--- config.mk ---
export PLATFORM = sky130hd
export DESIGN_NAME = time_disp_fmt
export DESIGN_NICKNAME = d
export VERILOG_FILES = /design/src/rtl/time_disp_pkg.sv /design/src/rtl/bcd_field_step.sv /design/src/rtl/time_disp_fmt.sv
export SDC_FILE = /design/constraint.sdc
export NUM_CORES = 1
export LEC_CHECK = 0
export CORE_MARGIN = 3
export CORE_UTILIZATION = 35
export DETAILED_ROUTE_END_ITERATION = 8
export DONT_BUFFER_PORTS = 1
export SETUP_SLACK_MARGIN = 0.15
export SKIP_CTS_REPAIR_TIMING = 1
export SYNTH_ARGS = -nofsm -noshare
export SYNTH_HDL_FRONTEND = slang
export SYNTH_HIERARCHICAL = 1
export SYNTH_SLANG_ARGS = --single-unit
--- constraint.sdc ---
create_clock -name clk -period 8.9 [get_ports clk]
set_input_delay 1.78 -clock clk [delete_from_list [all_inputs] [get_ports clk]]
set_output_delay 1.78 -clock clk [all_outputs]
set_load 0.02 [all_outputs]
--- src/rtl/time_disp_pkg.sv ---
// Shared types and constants for the time display formatter: key codes, FSM states,
// BCD field limits, reset display word, and BCD validation / 12 h conversion helpers.
package time_disp_pkg;

  typedef enum logic [3:0] {
    KEY_MODE   = 4'd1,
    KEY_UP     = 4'd2,
    KEY_DOWN   = 4'd3,
    KEY_CANCEL = 4'd4
  } key_e;

  typedef enum logic [2:0] {
    VIEW,
    ED_HOUR,
    ED_MIN,
    ED_SEC,
    COMMIT
  } state_e;

  localparam logic [7:0]  HOUR_MAX  = 8'h23;
  localparam logic [7:0]  MS_MAX    = 8'h59;
  localparam logic [31:0] SEG_RESET = 32'h00A00A00;

  function automatic logic bcd_ok(input logic [7:0] v, input logic [7:0] max_val);
    return (v[7:4] <= 4'd9) && (v[3:0] <= 4'd9) && (v <= max_val);
  endfunction

  // Returns {pm, bcd_hour_12}; input is a validated 24 h BCD hour.
  function automatic logic [8:0] hour_12(input logic [7:0] h);
    logic [4:0] bin;
    logic [4:0] b12;
    logic [8:0] res;
    bin = 5'(h[7:4]) * 5'd10 + 5'(h[3:0]);
    if (bin == 5'd0)       b12 = 5'd12;
    else if (bin > 5'd12)  b12 = bin - 5'd12;
    else                   b12 = bin;
    res[8]   = (bin >= 5'd12);
    res[7:0] = (b12 >= 5'd10) ? {4'd1, 4'(b12 - 5'd10)} : {4'd0, 4'(b12)};
    return res;
  endfunction

endpackage

--- src/rtl/bcd_field_step.sv ---
// Combinational two-digit BCD increment/decrement with wrap between 00 and max_val.
module bcd_field_step (
  input  logic [7:0] val,
  input  logic [7:0] max_val,
  input  logic       up,
  output logic [7:0] result
);

  always_comb begin
    result = val;
    if (up) begin
      if (val >= max_val)         result = '0;
      else if (val[3:0] >= 4'd9)  result = {val[7:4] + 4'd1, 4'd0};
      else                        result = {val[7:4], val[3:0] + 4'd1};
    end else begin
      if (val == '0)              result = max_val;
      else if (val[3:0] == 4'd0)  result = {val[7:4] - 4'd1, 4'd9};
      else                        result = {val[7:4], val[3:0] - 4'd1};
    end
  end

endmodule

--- src/rtl/time_disp_fmt.sv ---
// RTC sample to 8-digit display formatter with key-driven time-set mode and RTC write request.
// Define H12_MODE_EN for 12 h hour display with PM flag; default build displays 24 h.
module time_disp_fmt
  import time_disp_pkg::*;
#(
  parameter int unsigned CLK_HZ         = 50_000_000,
  parameter int unsigned BLINK_HALF_CYC = 12_500_000,
  parameter int unsigned EDIT_TIMEOUT_S = 10,
  parameter logic [3:0]  BLANK_NIBBLE   = 4'hF,
  parameter logic [3:0]  SEP_NIBBLE     = 4'hA
) (
  input  logic        clk,
  input  logic        rst_n,
  input  logic        rtc_valid,
  input  logic [7:0]  rtc_hour,
  input  logic [7:0]  rtc_min,
  input  logic [7:0]  rtc_sec,
  input  logic        key_valid,
  input  logic [3:0]  key_value,
  output logic [31:0] seg_bcd,
  output logic        seg_en,
  output logic        pm_flag,
  output logic        wr_req,
  output logic [7:0]  wr_hour,
  output logic [7:0]  wr_min,
  output logic [7:0]  wr_sec,
  input  logic        wr_ack
);

  state_e      state, nxt_state;
  logic [7:0]  live_hour, live_min, live_sec;
  logic [7:0]  ed_hour, ed_min, ed_sec;
  logic [7:0]  nxt_live_hour, nxt_live_min, nxt_live_sec;
  logic [7:0]  nxt_ed_hour, nxt_ed_min, nxt_ed_sec;
  logic        nxt_wr_req;
  logic [7:0]  nxt_wr_hour, nxt_wr_min, nxt_wr_sec;
  logic [31:0] blink_cnt, nxt_blink_cnt;
  logic [31:0] tick_cnt, nxt_tick_cnt;
  logic [31:0] tmo_cnt, nxt_tmo_cnt;
  logic        phase, nxt_phase;
  logic        nxt_seg_en;
  logic [31:0] nxt_seg;
  logic        disp_pm;

  logic sample_ok, key_mode, key_up, key_down, key_cancel, key_any;
  logic editing, tick_end, tmo_end;
  logic [7:0] fld_val, fld_max, fld_step;
  logic [7:0] src_hour, src_min, src_sec, disp_hour;
  logic [7:0] hd, md, sd;

  assign sample_ok  = rtc_valid && bcd_ok(rtc_hour, HOUR_MAX) &&
                      bcd_ok(rtc_min, MS_MAX) && bcd_ok(rtc_sec, MS_MAX);
  assign key_mode   = key_valid && (key_value == KEY_MODE);
  assign key_up     = key_valid && (key_value == KEY_UP);
  assign key_down   = key_valid && (key_value == KEY_DOWN);
  assign key_cancel = key_valid && (key_value == KEY_CANCEL);
  assign key_any    = key_mode || key_up || key_down || key_cancel;
  assign editing    = state inside {ED_HOUR, ED_MIN, ED_SEC};
  assign tick_end   = (tick_cnt == CLK_HZ - 1);
  assign tmo_end    = editing && tick_end && (tmo_cnt == EDIT_TIMEOUT_S - 1);

  always_comb begin
    fld_val = ed_hour;
    fld_max = HOUR_MAX;
    case (state)
      ED_MIN: begin fld_val = ed_min; fld_max = MS_MAX; end
      ED_SEC: begin fld_val = ed_sec; fld_max = MS_MAX; end
      default: ;
    endcase
  end

  bcd_field_step u_step (
    .val     (fld_val),
    .max_val (fld_max),
    .up      (key_up),
    .result  (fld_step)
  );

  always_comb begin
    nxt_state     = state;
    nxt_live_hour = live_hour;
    nxt_live_min  = live_min;
    nxt_live_sec  = live_sec;
    nxt_ed_hour   = ed_hour;
    nxt_ed_min    = ed_min;
    nxt_ed_sec    = ed_sec;
    nxt_wr_req    = wr_req;
    nxt_wr_hour   = wr_hour;
    nxt_wr_min    = wr_min;
    nxt_wr_sec    = wr_sec;
    if (sample_ok) begin
      nxt_live_hour = rtc_hour;
      nxt_live_min  = rtc_min;
      nxt_live_sec  = rtc_sec;
    end
    case (state)
      VIEW: begin
        // A sample arriving with MODE is already valid and is the one copied.
        if (key_mode && (seg_en || sample_ok)) begin
          nxt_ed_hour = nxt_live_hour;
          nxt_ed_min  = nxt_live_min;
          nxt_ed_sec  = nxt_live_sec;
          nxt_state   = ED_HOUR;
        end
      end
      ED_HOUR, ED_MIN, ED_SEC: begin
        if (key_cancel) begin
          nxt_state = VIEW;
        end else if (key_mode) begin
          case (state)
            ED_HOUR: nxt_state = ED_MIN;
            ED_MIN:  nxt_state = ED_SEC;
            default: begin
              nxt_state   = COMMIT;
              nxt_wr_req  = 1'b1;
              nxt_wr_hour = ed_hour;
              nxt_wr_min  = ed_min;
              nxt_wr_sec  = ed_sec;
            end
          endcase
        end else if (key_up || key_down) begin
          case (state)
            ED_HOUR: nxt_ed_hour = fld_step;
            ED_MIN:  nxt_ed_min  = fld_step;
            default: nxt_ed_sec  = fld_step;
          endcase
        end else if (tmo_end) begin
          nxt_state = VIEW;
        end
      end
      COMMIT: begin
        if (wr_ack) begin
          nxt_wr_req    = 1'b0;
          nxt_live_hour = ed_hour;
          nxt_live_min  = ed_min;
          nxt_live_sec  = ed_sec;
          nxt_state     = VIEW;
        end
      end
      default: nxt_state = VIEW;
    endcase
  end

  always_comb begin
    nxt_blink_cnt = '0;
    nxt_phase     = 1'b0;
    nxt_tick_cnt  = '0;
    nxt_tmo_cnt   = '0;
    if (editing && !key_any) begin
      if (blink_cnt == BLINK_HALF_CYC - 1) begin
        nxt_phase = ~phase;
      end else begin
        nxt_phase     = phase;
        nxt_blink_cnt = blink_cnt + 32'd1;
      end
      if (tick_end) begin
        nxt_tmo_cnt = tmo_cnt + 32'd1;
      end else begin
        nxt_tmo_cnt  = tmo_cnt;
        nxt_tick_cnt = tick_cnt + 32'd1;
      end
    end
  end

  // Display is formatted from next-state values so it lands together with the state change.
  always_comb begin
    if (nxt_state == VIEW) begin
      src_hour = nxt_live_hour;
      src_min  = nxt_live_min;
      src_sec  = nxt_live_sec;
    end else begin
      src_hour = nxt_ed_hour;
      src_min  = nxt_ed_min;
      src_sec  = nxt_ed_sec;
    end
`ifdef H12_MODE_EN
    {disp_pm, disp_hour} = hour_12(src_hour);
`else
    disp_pm   = 1'b0;
    disp_hour = src_hour;
`endif
    hd = disp_hour;
    md = src_min;
    sd = src_sec;
    if (nxt_phase) begin
      case (nxt_state)
        ED_HOUR: hd = {2{BLANK_NIBBLE}};
        ED_MIN:  md = {2{BLANK_NIBBLE}};
        ED_SEC:  sd = {2{BLANK_NIBBLE}};
        default: ;
      endcase
    end
    nxt_seg    = {hd, SEP_NIBBLE, md, SEP_NIBBLE, sd};
    nxt_seg_en = seg_en || sample_ok;
  end

  always_ff @(posedge clk or negedge rst_n) begin
    if (!rst_n) begin
      state     <= VIEW;
      live_hour <= '0;
      live_min  <= '0;
      live_sec  <= '0;
      ed_hour   <= '0;
      ed_min    <= '0;
      ed_sec    <= '0;
      blink_cnt <= '0;
      tick_cnt  <= '0;
      tmo_cnt   <= '0;
      phase     <= 1'b0;
      seg_bcd   <= SEG_RESET;
      seg_en    <= 1'b0;
      pm_flag   <= 1'b0;
      wr_req    <= 1'b0;
      wr_hour   <= '0;
      wr_min    <= '0;
      wr_sec    <= '0;
    end else begin
      state     <= nxt_state;
      live_hour <= nxt_live_hour;
      live_min  <= nxt_live_min;
      live_sec  <= nxt_live_sec;
      ed_hour   <= nxt_ed_hour;
      ed_min    <= nxt_ed_min;
      ed_sec    <= nxt_ed_sec;
      blink_cnt <= nxt_blink_cnt;
      tick_cnt  <= nxt_tick_cnt;
      tmo_cnt   <= nxt_tmo_cnt;
      phase     <= nxt_phase;
      seg_en    <= nxt_seg_en;
      if (nxt_seg_en) begin
        seg_bcd <= nxt_seg;
        pm_flag <= disp_pm;
      end
      wr_req    <= nxt_wr_req;
      wr_hour   <= nxt_wr_hour;
      wr_min    <= nxt_wr_min;
      wr_sec    <= nxt_wr_sec;
    end
  end

endmodule
==> summary.md <==
The tools report the number of antenna cells inserted as 0. The residual antenna-violating net count after detailed routing came out at 0. The run gives 4.94 nW as the static leakage.

The worst register-to-register path begins at state[1]$_DFF_PN0_. Routability-driven placement finished with a final weighted congestion of 0.861. The measured slew at the worst slew-check pin came out at 1390 ps. The routed design could run at a clock period as short as 4900 ps. The signal on the critical path passes through nor2b_1 -> nand3b_1 -> nor2_1 -> inv_2 -> a211oi_2 -> o21ai_2 -> or2_1 -> o311ai_2 -> a22oi_1 -> o221ai_1 -> mux2i_1 -> a21oi_1.

Detailed routing inserted a total of 8638 vias. The post-synthesis to final-layout area growth came out at 8.78%. The run gives 2 as the maximum count of clock buffers along a single path. Counting distinct cell types in the post-synthesis netlist gives 72. Family of cells with the greatest summed delay on the critical path: simple AND/OR/NAND/NOR gates. Number of maximum-capacitance constraint violations: 0. The clock transition at the register clock pins on the worst setup and hold paths after CTS is 70 ps, and the largest net degree at the start of global routing is 199. Maximum net fanout on the critical path: 12. The number of antenna violations at the first check in global routing was 0; the first-pass GRT wire length was 46100 um. The count of cells along the worst register-to-register path is 13, and the maximum single-stage delay on the critical path is 730 ps. The share of layout cells above drive strength 1 was 7.50%; the number of detailed-routing iterations run before antenna repair was 5.

Type of the most critical hold path: reg -> reg. The synthesized netlist cell count was 1176. The capture endpoint of the worst hold path is tick_cnt[0]$_DFF_PN0_. IR analysis of the VDD net gives a maximum drop of 0.178 mV.

Summed over all layers, the global routing overflow is 0. The core region is 30000 um^2. The run gives 92 as the total I/O pin count.

Cell chosen for the clock root: clkbuf_16. Setup repair after global routing left no endpoint under its margin. Setup violations remaining at the end of the flow were counted as 0. The final clock period utilization by the worst path was 55.1%; the number of violations reported at the end of detailed-routing iteration 0 was 781. The logs give 450 ps for the clock insertion delay at the later pin of the skew report and 198 for the TritonCTS sink count.

The largest individual stage delay along the critical path comes from the cell nor2_1. The tools report the count of standard-cell rows as 63. The via count of the first global-routing pass was 8316; the area of the die was 32800 um^2.

Number of buffers and inverters on the critical path: 1. In the routed design, unresolved DRC markers number 0. The post-synthesis area per instance came out at 9.14 um^2.

The share of the Yosys chip area taken by registers is 46.1%. The aggregate routed wire length is 28400 um, and the count of input and output buffers is 0. Hold is met by 492 ps. The die is 181 um wide. Based on the critical path, the design can be clocked at up to 0.204 GHz. TritonCTS built the clock tree. The number of synthesized flops with an enable pin is 0. Counting buffers and inverters, the worst setup path is 12 cells deep. STA puts the critical path data arrival time at 5270 ps. In this run the number of H-tree levels came out at 4. The logs give 19500 um for the HPWL after detailed placement and 1211 for the layout net count. The required time at the worst-slack endpoint was 9270 ps.

For the worst clock skew, the log shows 13.3 ps. The power density over the cells was 262 nW/um^2. Hold violation count in the final report: 0. The register-to-register setup slack was 4010 ps; the number of warnings issued by yosys was 6.

The final number of max-transition violations was 0. The critical path capture point type was a flip-flop. The main flop type after synthesis was dfrtp_1. After detailed routing, the average wire length per cell comes to 18.1 um. The run finished with clean final reports.

Critical register-to-register path endpoint: seg_bcd[26]$_DFFE_PN0N_. The origin of the worst min-delay path is tick_cnt[0]$_DFF_PN0_. Starting utilization of the core area: 35.9%. The worst hold path depth is 1. The netlist area before placement is 10700 um^2, and the combined global-route utilization of all metal layers is 17.3%.

The relative slew slack was 7.15%. Counting flops with an async set or reset pin after synthesis yields a share of 100%. Launching instance or port of the critical path: key_valid.

The critical path in this run is classified as in -> reg. Height of the chip: 181 um. TritonCTS created 17 clock buffers. Synthesis inferred 198 register bits. In the final timing run, aggregate negative setup slack is 0 ps. Dividing the detail-routed via count by the number of cells gives 5.53. The tools report the startpoint type of the worst setup path as an input port.
==> cell families after synthesis <==
family	count (synthesis)	share of synthesized area [%]
AO/OA/AOI/OAI	227	13.4
XOR/XNOR	83	6.77
adder cells (fa/ha/maj)	18	2.10
buffers and inverters	90	3.75
flip-flops	198	46.1
multiplexers	58	5.68
other	2	0.0699
AND/OR/NAND/NOR	500	22.1
==> worst register-to-register path: stages, from the launching register on <==
cell,delay [ps]
dfrtp_1,620
nor2b_1,480
inv_1,450
o21ai_0,910
ha_1,400
a211oi_1,230
o21a_1,190
o21ai_2,130
or2_1,280
o311ai_2,450
a22oi_1,130
o221ai_1,290
mux2i_1,110
a21oi_1,150
==> cells in the final DEF (no fill, tap or decap), types with 24 or more instances in the layout <==
cell | netlist | final
dfrtp_1 | 198 | 198
nor2_1 | 170 | 170
nand2_1 | 147 | 147
a21oi_1 | 59 | 59
xor2_1 | 54 | 54
o21ai_0 | 50 | 50
nand3_1 | 41 | 40
mux2i_1 | 34 | 34
xnor2_1 | 29 | 29
inv_1 | 28 | 28
a31oi_1 | 25 | 25
mux2_2 | 24 | 24
==> how the worst max path moves through the flow <==
stage                                    to
floorplan           seg_bcd[26]$_DFFE_PN0N_
global placement    seg_bcd[26]$_DFFE_PN0N_
detailed placement  seg_bcd[26]$_DFFE_PN0N_
CTS                 seg_bcd[26]$_DFFE_PN0N_
global route        seg_bcd[26]$_DFFE_PN0N_
finish              seg_bcd[26]$_DFFE_PN0N_
==> sequential cells by signal, summed over array words and instances, names as in the netlist, 8 cells and up <==
signal     flops
blink_cnt     32
tmo_cnt       32
tick_cnt      32
wr_min         8
ed_hour        8
seg_bcd       24
wr_hour        8
wr_sec         8
ed_sec         8
ed_min         8
live_sec       8
live_min       8
live_hour      8
==> final cells by class <==
type / count / area, um^2
tap: 390 / 488
inverter: 31 / 116
timing repair buffer: 12 / 90.1
sequential: 198 / 4950
fill: 2972 / 18300
clock buffer: 18 / 429
multi-input combinational: 900 / 5440
clock inverter: 14 / 168
==> where the power goes <==
part	leakage, nW	internal, mW	switching [mW]
sequential	2.64	1.05	0.300
clock	0.283	0.423	0.373
combinational	2.02	0.344	0.569
total	4.94	1.82	1.24
==> metrics by stage <==
stage	cells	cell area, um^2	setup slack, ps	util [%]	power, mW
global placement	1531	11100	3750	37.0	2.26
global route	1563	11700	3620	39.0	3.26
detailed placement	1531	11100	3620	37.0	2.27
CTS	1563	11700	4090	39.0	3.08
floorplan	1188	10800	4830	-	1.97
finish	1563	11700	4000	39.0	3.06
==> layer usage <==
metal / GRT usage [%] / vias to the layer above / wire length [um] / part of all wire, %
met2: 26.6 / 246 / 12900 / 45
met4: 5.24 / 0 / 603 / 2.1
met3: 5.42 / 45 / 2090 / 7.4
met5: 0 / - / 0 / 0
li1: - / 4088 / - / -
met1: 23.5 / 4259 / 12800 / 45
==> cell usage after synthesis, types with 9 or more instances <==
library cell,count,area (um^2)
or3_1,19,119
nand3_1,41,205
mux2i_1,34,340
mux2_2,24,270
buf_4,10,75.1
o22ai_1,9,56.3
nand2_1,147,552
clkbuf_1,40,150
ha_1,18,225
o31ai_1,16,120
a21o_1,11,82.6
xor2_1,54,473
nor3_1,16,80.1
a21oi_1,59,295
a31oi_1,25,156
nand4_1,23,144
inv_1,28,105
dfrtp_1,198,4950
nor4_1,11,68.8
o21ai_0,50,250
a22oi_1,11,82.6
nor2_1,170,638
and3_1,18,113
xnor2_1,29,254
Note: power is estimated with default switching activity, not from simulation.
